### src/rtl/nfc_ecc_fix.sv
// Applies BCH error locations to the 16-bit sector buffer by read-modify-write bit flips.
// Optional define NFC_ECC_FIX_BOUND_EN: skip locations that fall past the sector data words.
module nfc_ecc_fix #(
   parameter int ECC_AWID   = 13,
   parameter int BUF_AWID   = 9,
   parameter int SEC_BASE_W = 9,
   parameter int SEC_WORDS  = 256,
   parameter int ERR_MAX    = 4
) (
   input  logic                  clk,
   input  logic                  rst_n,
   input  logic                  ecc_dec_rdy,
   input  logic [2:0]            ecc_err_num,
   input  logic                  ecc_uncor,
   input  logic [SEC_BASE_W-1:0] sec_base,
   input  logic                  cor_clr,
   output logic                  mem_if_rd,
   input  logic [ECC_AWID-1:0]   mem_dec_addr,
   output logic                  buf_rd,
   output logic                  buf_wr,
   output logic [BUF_AWID-1:0]   buf_addr,
   output logic [15:0]           buf_wdat,
   input  logic [15:0]           buf_rdat,
   output logic                  cor_busy,
   output logic                  cor_done,
   output logic                  cor_fail,
   output logic [2:0]            cor_fixed,
   output logic [2:0]            cor_skip,
   output logic                  cor_ovr
);

   localparam int WOFS_W = ECC_AWID - 4;

   typedef enum logic [2:0] {
      S_IDLE,
      S_FETCH,
      S_RD,
      S_WAIT,
      S_WR,
      S_DONE
   } state_t;

   state_t              state_q, state_d;
   logic [2:0]          rem_q, rem_d;
   logic [2:0]          fixed_q, fixed_d;
   logic                fail_q, fail_d;
   logic                ovr_q, ovr_d;
   logic [SEC_BASE_W-1:0] base_q, base_d;
   logic [WOFS_W-1:0]   wofs_q, wofs_d;
   logic [3:0]          bit_q, bit_d;
   logic [15:0]         rdat_q, rdat_d;
   logic                bad_sec;
   logic                in_range;

   function automatic logic [15:0] flip_mask(input logic [3:0] b);
      return 16'h0001 << b;
   endfunction

   // Buffer address wraps modulo the buffer size.
   function automatic logic [BUF_AWID-1:0] word_addr(input logic [SEC_BASE_W-1:0] b,
                                                     input logic [WOFS_W-1:0] o);
      logic [31:0] s;
      s = 32'(b) + 32'(o);
      return s[BUF_AWID-1:0];
   endfunction

   assign bad_sec = ecc_uncor || (32'(ecc_err_num) > 32'(ERR_MAX));

`ifdef NFC_ECC_FIX_BOUND_EN
   logic [2:0] skip_q, skip_d;
   assign in_range = 32'(mem_dec_addr[ECC_AWID-1:4]) < 32'(SEC_WORDS);
   assign cor_skip = skip_q;
`else
   assign in_range = 1'b1;
   assign cor_skip = 3'd0;
`endif

   always_comb begin
      state_d   = state_q;
      rem_d     = rem_q;
      fixed_d   = fixed_q;
      fail_d    = fail_q;
      ovr_d     = ovr_q;
      base_d    = base_q;
      wofs_d    = wofs_q;
      bit_d     = bit_q;
      rdat_d    = rdat_q;
`ifdef NFC_ECC_FIX_BOUND_EN
      skip_d    = skip_q;
`endif
      mem_if_rd = 1'b0;
      buf_rd    = 1'b0;
      buf_wr    = 1'b0;
      buf_addr  = '0;
      buf_wdat  = '0;
      cor_done  = 1'b0;

      if (cor_clr) begin
         // Abort drops any in-flight access; status keeps partial values.
         state_d = S_IDLE;
      end else begin
         if (ecc_dec_rdy && (state_q != S_IDLE)) begin
            ovr_d = 1'b1;
         end
         case (state_q)
            S_IDLE: begin
               if (ecc_dec_rdy) begin
                  fixed_d = 3'd0;
                  fail_d  = 1'b0;
                  ovr_d   = 1'b0;
`ifdef NFC_ECC_FIX_BOUND_EN
                  skip_d  = 3'd0;
`endif
                  base_d  = sec_base;
                  rem_d   = ecc_err_num;
                  if (bad_sec) begin
                     fail_d  = 1'b1;
                     state_d = S_DONE;
                  end else if (ecc_err_num == 3'd0) begin
                     state_d = S_DONE;
                  end else begin
                     state_d = S_FETCH;
                  end
               end
            end
            S_FETCH: begin
               mem_if_rd = 1'b1;
               wofs_d    = mem_dec_addr[ECC_AWID-1:4];
               bit_d     = mem_dec_addr[3:0];
               rem_d     = rem_q - 3'd1;
               if (!in_range) begin
`ifdef NFC_ECC_FIX_BOUND_EN
                  skip_d = skip_q + 3'd1;
`endif
                  state_d = (rem_q != 3'd1) ? S_FETCH : S_DONE;
               end else begin
                  state_d = S_RD;
               end
            end
            S_RD: begin
               buf_rd   = 1'b1;
               buf_addr = word_addr(base_q, wofs_q);
               state_d  = S_WAIT;
            end
            S_WAIT: begin
               rdat_d  = buf_rdat;
               state_d = S_WR;
            end
            S_WR: begin
               buf_wr   = 1'b1;
               buf_addr = word_addr(base_q, wofs_q);
               buf_wdat = rdat_q ^ flip_mask(bit_q);
               fixed_d  = fixed_q + 3'd1;
               state_d  = (rem_q != 3'd0) ? S_FETCH : S_DONE;
            end
            S_DONE: begin
               cor_done = 1'b1;
               state_d  = S_IDLE;
            end
            default: state_d = S_IDLE;
         endcase
      end
   end

   always_ff @(posedge clk or negedge rst_n) begin
      if (!rst_n) begin
         state_q <= S_IDLE;
         rem_q   <= 3'd0;
         fixed_q <= 3'd0;
         fail_q  <= 1'b0;
         ovr_q   <= 1'b0;
      end else begin
         state_q <= state_d;
         rem_q   <= rem_d;
         fixed_q <= fixed_d;
         fail_q  <= fail_d;
         ovr_q   <= ovr_d;
      end
   end

`ifdef NFC_ECC_FIX_BOUND_EN
   always_ff @(posedge clk or negedge rst_n) begin
      if (!rst_n) begin
         skip_q <= 3'd0;
      end else begin
         skip_q <= skip_d;
      end
   end
`endif

   // Datapath holding registers carry no reset; they are qualified by state.
   always_ff @(posedge clk) begin
      base_q <= base_d;
      wofs_q <= wofs_d;
      bit_q  <= bit_d;
      rdat_q <= rdat_d;
   end

   assign cor_busy  = (state_q != S_IDLE);
   assign cor_fail  = fail_q;
   assign cor_fixed = fixed_q;
   assign cor_ovr   = ovr_q;

endmodule

### config.mk
export PLATFORM = sky130hd
export DESIGN_NAME = nfc_ecc_fix
export DESIGN_NICKNAME = d
export VERILOG_FILES = /design/src/rtl/nfc_ecc_fix.sv
export SDC_FILE = /design/constraint.sdc
export NUM_CORES = 1
export LEC_CHECK = 0
export ABC_AREA = 1
export BUFFER_PORTS_ARGS = -buffer_cell sky130_fd_sc_hd__buf_2
export CORE_MARGIN = 5
export CORE_UTILIZATION = 50
export DETAILED_ROUTE_END_ITERATION = 10
export GPL_ROUTABILITY_DRIVEN = 0
export GPL_TIMING_DRIVEN = 0
export PLACE_DENSITY = 0.88
export RECOVER_POWER = 100
export SLEW_MARGIN = 20
export SYNTH_ARGS = -nofsm -noshare
export SYNTH_HDL_FRONTEND = slang
export SYNTH_SLANG_ARGS = --single-unit
### constraint.sdc
create_clock -name clk -period 3.56 [get_ports clk]
set_input_delay 0.356 -clock clk [delete_from_list [all_inputs] [get_ports clk]]
set_output_delay 0.356 -clock clk [all_outputs]
set_load 0.02 [all_outputs]
-- Yosys cells after proc, flatten, opt, wreduce, memory -nomap -nowiden
Index checks and enable logic that the tools add are counted.
W data, S select, Z words.
- input port bits: 46
- logic and storage cells: 63
- output and inout port bits: 38
- flip-flop bits (word level): 49
- reduce and logical (&&, ||, !) cells: 14
- bitwise logic cells: 2
- add/subtract/negate cells: 3
- equality and inequality tests: 7
- order comparisons: 1
- multiplexer cells: 26
- shifts and indexed selects: 1
- operator list (cell ; number):
    $mux W16 ; 2
    $mux W3 ; 7
    $mux W9 ; 2
    $shl A1 B4 Y16 const A ; 1
    $xor A16 B16 Y16 ; 1
    $pmux W3 S5 ; 1
    $mux W1 ; 12
    $pmux W3 S2 ; 2
    $add A9 B9 Y9 ; 1
    $reduce_and A3 Y1 ; 3
    $eq A3 B2 Y1 const B ; 2
    $eq A3 B3 Y1 const B ; 2
    $logic_not A3 Y1 ; 2
    $reduce_bool A3 Y1 ; 2
    $reduce_and A2 Y1 ; 2
    $reduce_bool A2 Y1 ; 2
    $add A3 B1 Y3 const B ; 1
    $eq A3 B1 Y1 const B ; 1
    $gt A3 B3 Y1 const B ; 1
    $ne A3 B3 Y1 const B ; 1
    $sub A3 B1 Y3 const B ; 1
    $ne A2 B2 Y1 const B ; 1
    $reduce_or A2 Y1 ; 1
    $logic_and A1 B1 Y1 ; 1
    2 further kinds ; 2

-- Logic depth before layout (Yosys ltp)
- word-level depth: 6
- gate-level depth with buffers: 8
- mapped depth without buffers: 8

-- Worst setup path after synthesis
Ideal clock, no wire load.
- path type: input -> register
- from: input port cor_clr
- to: register rdat_q[0], enable pin
- stages on the path: 2
- setup time: 0.430 ns
- buffers on the path: 1
- data required time: 3.130 ns
- setup slack: 0.915 ns
- arrival time: 2.214 ns
- cells stage by stage: buf_2 nor4_1
- longest elaborated chain between the ends: 2
- RTL lines (element ; RTL line ; RTL):
    start, declared ; 16 ; input logic cor_clr,
    $not A1 Y1 (no source line) ; -- ;
    $reduce_and A2 Y1 (no source line) ; -- ;
    end signal, assigned ; 196 ; rdat_q <= rdat_d;
    end, declared ; 51 ; logic [15:0] rdat_q, rdat_d;
No other way between the ends.
A chain may end at the register's enable or synchronous reset.

-- Final worst setup path
- from: register state_q[1]
- to: output port buf_wdat[9]
- longest elaborated chain between the ends: 3
- RTL lines (element ; RTL line ; RTL):
    start, declared ; 43 ; state_t state_q, state_d;
    start signal, assigned ; 173 ; state_q <= state_d;
    $eq A3 B3 Y1 ; 105 ; case (state_q)
    $mux W16 ; 105 ;
    $mux W16 ; 98 ; if (cor_clr) begin
    end, declared ; 22 ; output logic [15:0] buf_wdat,
No other way between the ends.

==> flow_summary.yaml <==
floorplanning:
  die_h_um: 83.5
  die_area_um2: 6970
  rows: 26
  core_area_um2: 5170
  pin_count: 84
  initial_core_util: 0.522
  fp.dieW_um: 83.5
timing:
  skew_ps: 3.30
  slew_viol_final: 0
  post-route-min-period_ps: 2870
  setup-tns-final_ps: 0
  fmax_mhz: 348
  worst_pin_slew_ps: 1230
  finalHoldViolations: 0
  rsz0062_at_grt: "no"
  relSlewSlack: 0.174
  worst_slack_ps: 687
  setup_violations: 0
  period_share: 0.807
final_layout:
  nets: 437
  fillerInstances: 461
  num_antenna_cells: 0
  final_area_um2: 3230
  utilization: 0.624
  layout-drive-gt1-share: 0.200
  area.growth.synth_to_final_pct: 19.5
routing:
  drt_iter0_markers: 75
  vias: 2205
  drc: 0
  drt_wl_total_mm: 5.88
  drt_pre_antenna_iters: 4
  ant_nets: 0
  wl_per_cell_um: 13.1
  vias_per_cell: 4.90
synth:
  ys_seq_elements: 49
  synthXorXnorAreaFrac: 0.0195
  synth_compound_area_frac: 0.109
  syn_inst: 288
  synth_most_common_cell: "nand2_1"
  yosys.area_share.simple: 0.210
  synth_fa_ha_area_frac: 0.0584
  synth_top_family_by_area: "simple AND/OR/NAND/NOR gates"
  synth.largest_area_cell: "edfxtp_1"
  synthArstFlopShare: 0.224
  yosys-top-cells-area: "edfxtp_1 (42%), dfrtp_1 (10%), nand2_1 (8.2%)"
  synthMuxAreaShare: 0
  syn_area_um2: 2700
  ys_top_cells_by_count: "nand2_1 (59), edfxtp_1 (38), inv_1 (35), nor2_1 (35), nand3_1 (20)"
  syn_area_per_cell_um2: 9.38
  synth_top_area_frac: 0.422
  ys.flop_type: "edfxtp_1"
  yosysSeqAreaShare: 0.524
  ys_warn_count: 0
  synth_cell_types: 31
  synth_edf_count: 38
worst_setup_path:
  max_stage_delay_ps: 470
  startpoint_type: "flip-flop"
  slowest_stage: "clkbuf_1"
  crit_arrival_ps: 2520
  worstPathCellList: "inv_1 -> nand2_1 -> inv_4 -> nand2_4 -> nor2_1 -> clkbuf_1 -> o21ai_0 -> a21oi_2 -> buf_2"
  endpoint_kind: "output port"
  crit_type: "reg -> out"
  crit_path_max_fanout: 10
  cp.required_ps: 3200
pwr:
  clock_power_share: 0.235
  intPower_mw: 1.12
  leakagePower_nw: 1.44
  switching_share: 0.354
  power.density_nw_per_um2: 536
  peakVddDrop_uv: 285
  power_frac_seq: 0.438
  combPwrFrac: 0.327
  p_switching_mw: 0.612
clocking:
  cts-root-buf: "clkbuf_8"
  cts_setup_buffers: 0
  clock-sinks: 49
  ctsResizeCount: 0
  cts_tree: "done"
  htreeDepth: 2
  clk_latency_ps: 300
  clockBufferDepth: 2
  clk_pin_slew_ps: 90
  numCtsBuffers: 5
placement:
  hpwlAfterDp_mm: 4.67
  io_buffers: 79
  postPlaceCellArea_um2: 3210
  pre_cts_ws_ps: 1420
global_route:
  grt_use_total: 0.166
  grt_pass1_wl_mm: 9.44
  antenna_found_initial: 0
  grt_pass1_vias: 2128
  grt_max_degree: 15
  overflow: 0
hold_path:
  min_path_type: "in -> reg"
run_status:
  status: "finished, final reports clean"
flow_run:
  maxCapViolCount: 0
-- power by group through the flow --
stage,registers [mW],clock network [mW],logic (mW)
after floorplan,0.786,0,0.418
after global placement,0.767,0,0.587
after detailed placement,0.772,0,0.610
after CTS,0.759,0.416,0.615
after global routing,0.771,0.431,0.640
final,0.758,0.406,0.566
-- flip-flops by register name (all words and copies together) (netlist names), named ones only --
| name | flops |
|---|---|
| state_q | 3 |
| rem_q | 3 |
| wofs_q | 9 |
| cor_fail | 1 |
| rdat_q | 16 |
| cor_fixed | 3 |
| bit_q | 4 |
| base_q | 9 |
-- cells in the final DEF (no fill, tap or decap), types with 11 or more instances in the layout --
cell,count
ha_1,11
inv_1,37
nor2_1,36
nand3_1,21
dfrtp_1,11
edfxtp_1,38
a21oi_1,16
clkbuf_1,36
buf_2,50
nand2_1,60
o21ai_0,19
-- critical path: cells and delay by family (launching register included) --
| kind | cells | cell delay, ps |
|---|---|---|
| buffers and inverters | 4 | 860 |
| flip-flops | 1 | 430 |
| AO/OA/AOI/OAI | 2 | 410 |
| AND/OR/NAND/NOR | 3 | 520 |
-- area by class of cell --
cell class | instances | area (µm²) | share of cell area
Sequential cell | 49 | 1420 | 0.439
Multi-Input combinational cell | 195 | 1040 | 0.322
Timing Repair Buffer | 82 | 374 | 0.116
Inverter | 39 | 154 | 0.0477
Tap cell | 70 | 87.6 | 0.0271
Clock buffer | 7 | 86.3 | 0.0268
Buffer | 7 | 40.0 | 0.0124
Clock inverter | 1 | 30.0 | 0.00931
-- metal layers --
| metal | GRT usage | up-vias | part of all wire |
|---|---|---|---|
| li1 | - | 1131 | - |
| met1 | 0.184 | 1005 | 0.41 |
| met2 | 0.306 | 61 | 0.52 |
| met3 | 0.0424 | 8 | 0.050 |
| met4 | 0.0614 | 0 | 0.016 |
| met5 | 0 | - | 0 |
-- cells by family (layout without fill, tap and decap cells) --
family | Yosys count | in the layout
and+or+nand+nor | 127 | 127
adders and majority gates | 12 | 12
AOI/OAI and AO/OA | 47 | 47
DFF | 49 | 49
buffers and inverters | 46 | 136
xor gates and xnor gates | 6 | 6
other | 1 | 3
-- timing repair --
action	in CTS	in global routing
hold endpoints to repair	11	0
setup endpoints to repair	0	0
hold buffers	1	0
-- final timing paths --
path / startpoint / depth (start not counted) / to / slack (ps)
min reg2reg: rem_q[1] / 2 / rem_q[1] / 480
max in group asynchronous: rst_n / 2 / rem_q[1] / 2570
min in group asynchronous: rst_n / 2 / state_q[1] / 600
min: buf_rdat[7] / 1 / rdat_q[7] / 230
max: state_q[1] / 9 / buf_wdat[9] / 690
max reg2reg: state_q[2] / 3 / rdat_q[0] / 1120
-- through the flow --
step | hold slack, ps | std cells | power (mW)
after floorplan | 60.4 | 290 | 1.20
after global placement | 241 | 439 | 1.35
after detailed placement | 245 | 441 | 1.38
after CTS | 214 | 450 | 1.79
after global routing | 208 | 450 | 1.84
final | 227 | 450 | 1.73
No activity file was read; power rests on OpenSTA's default activity.
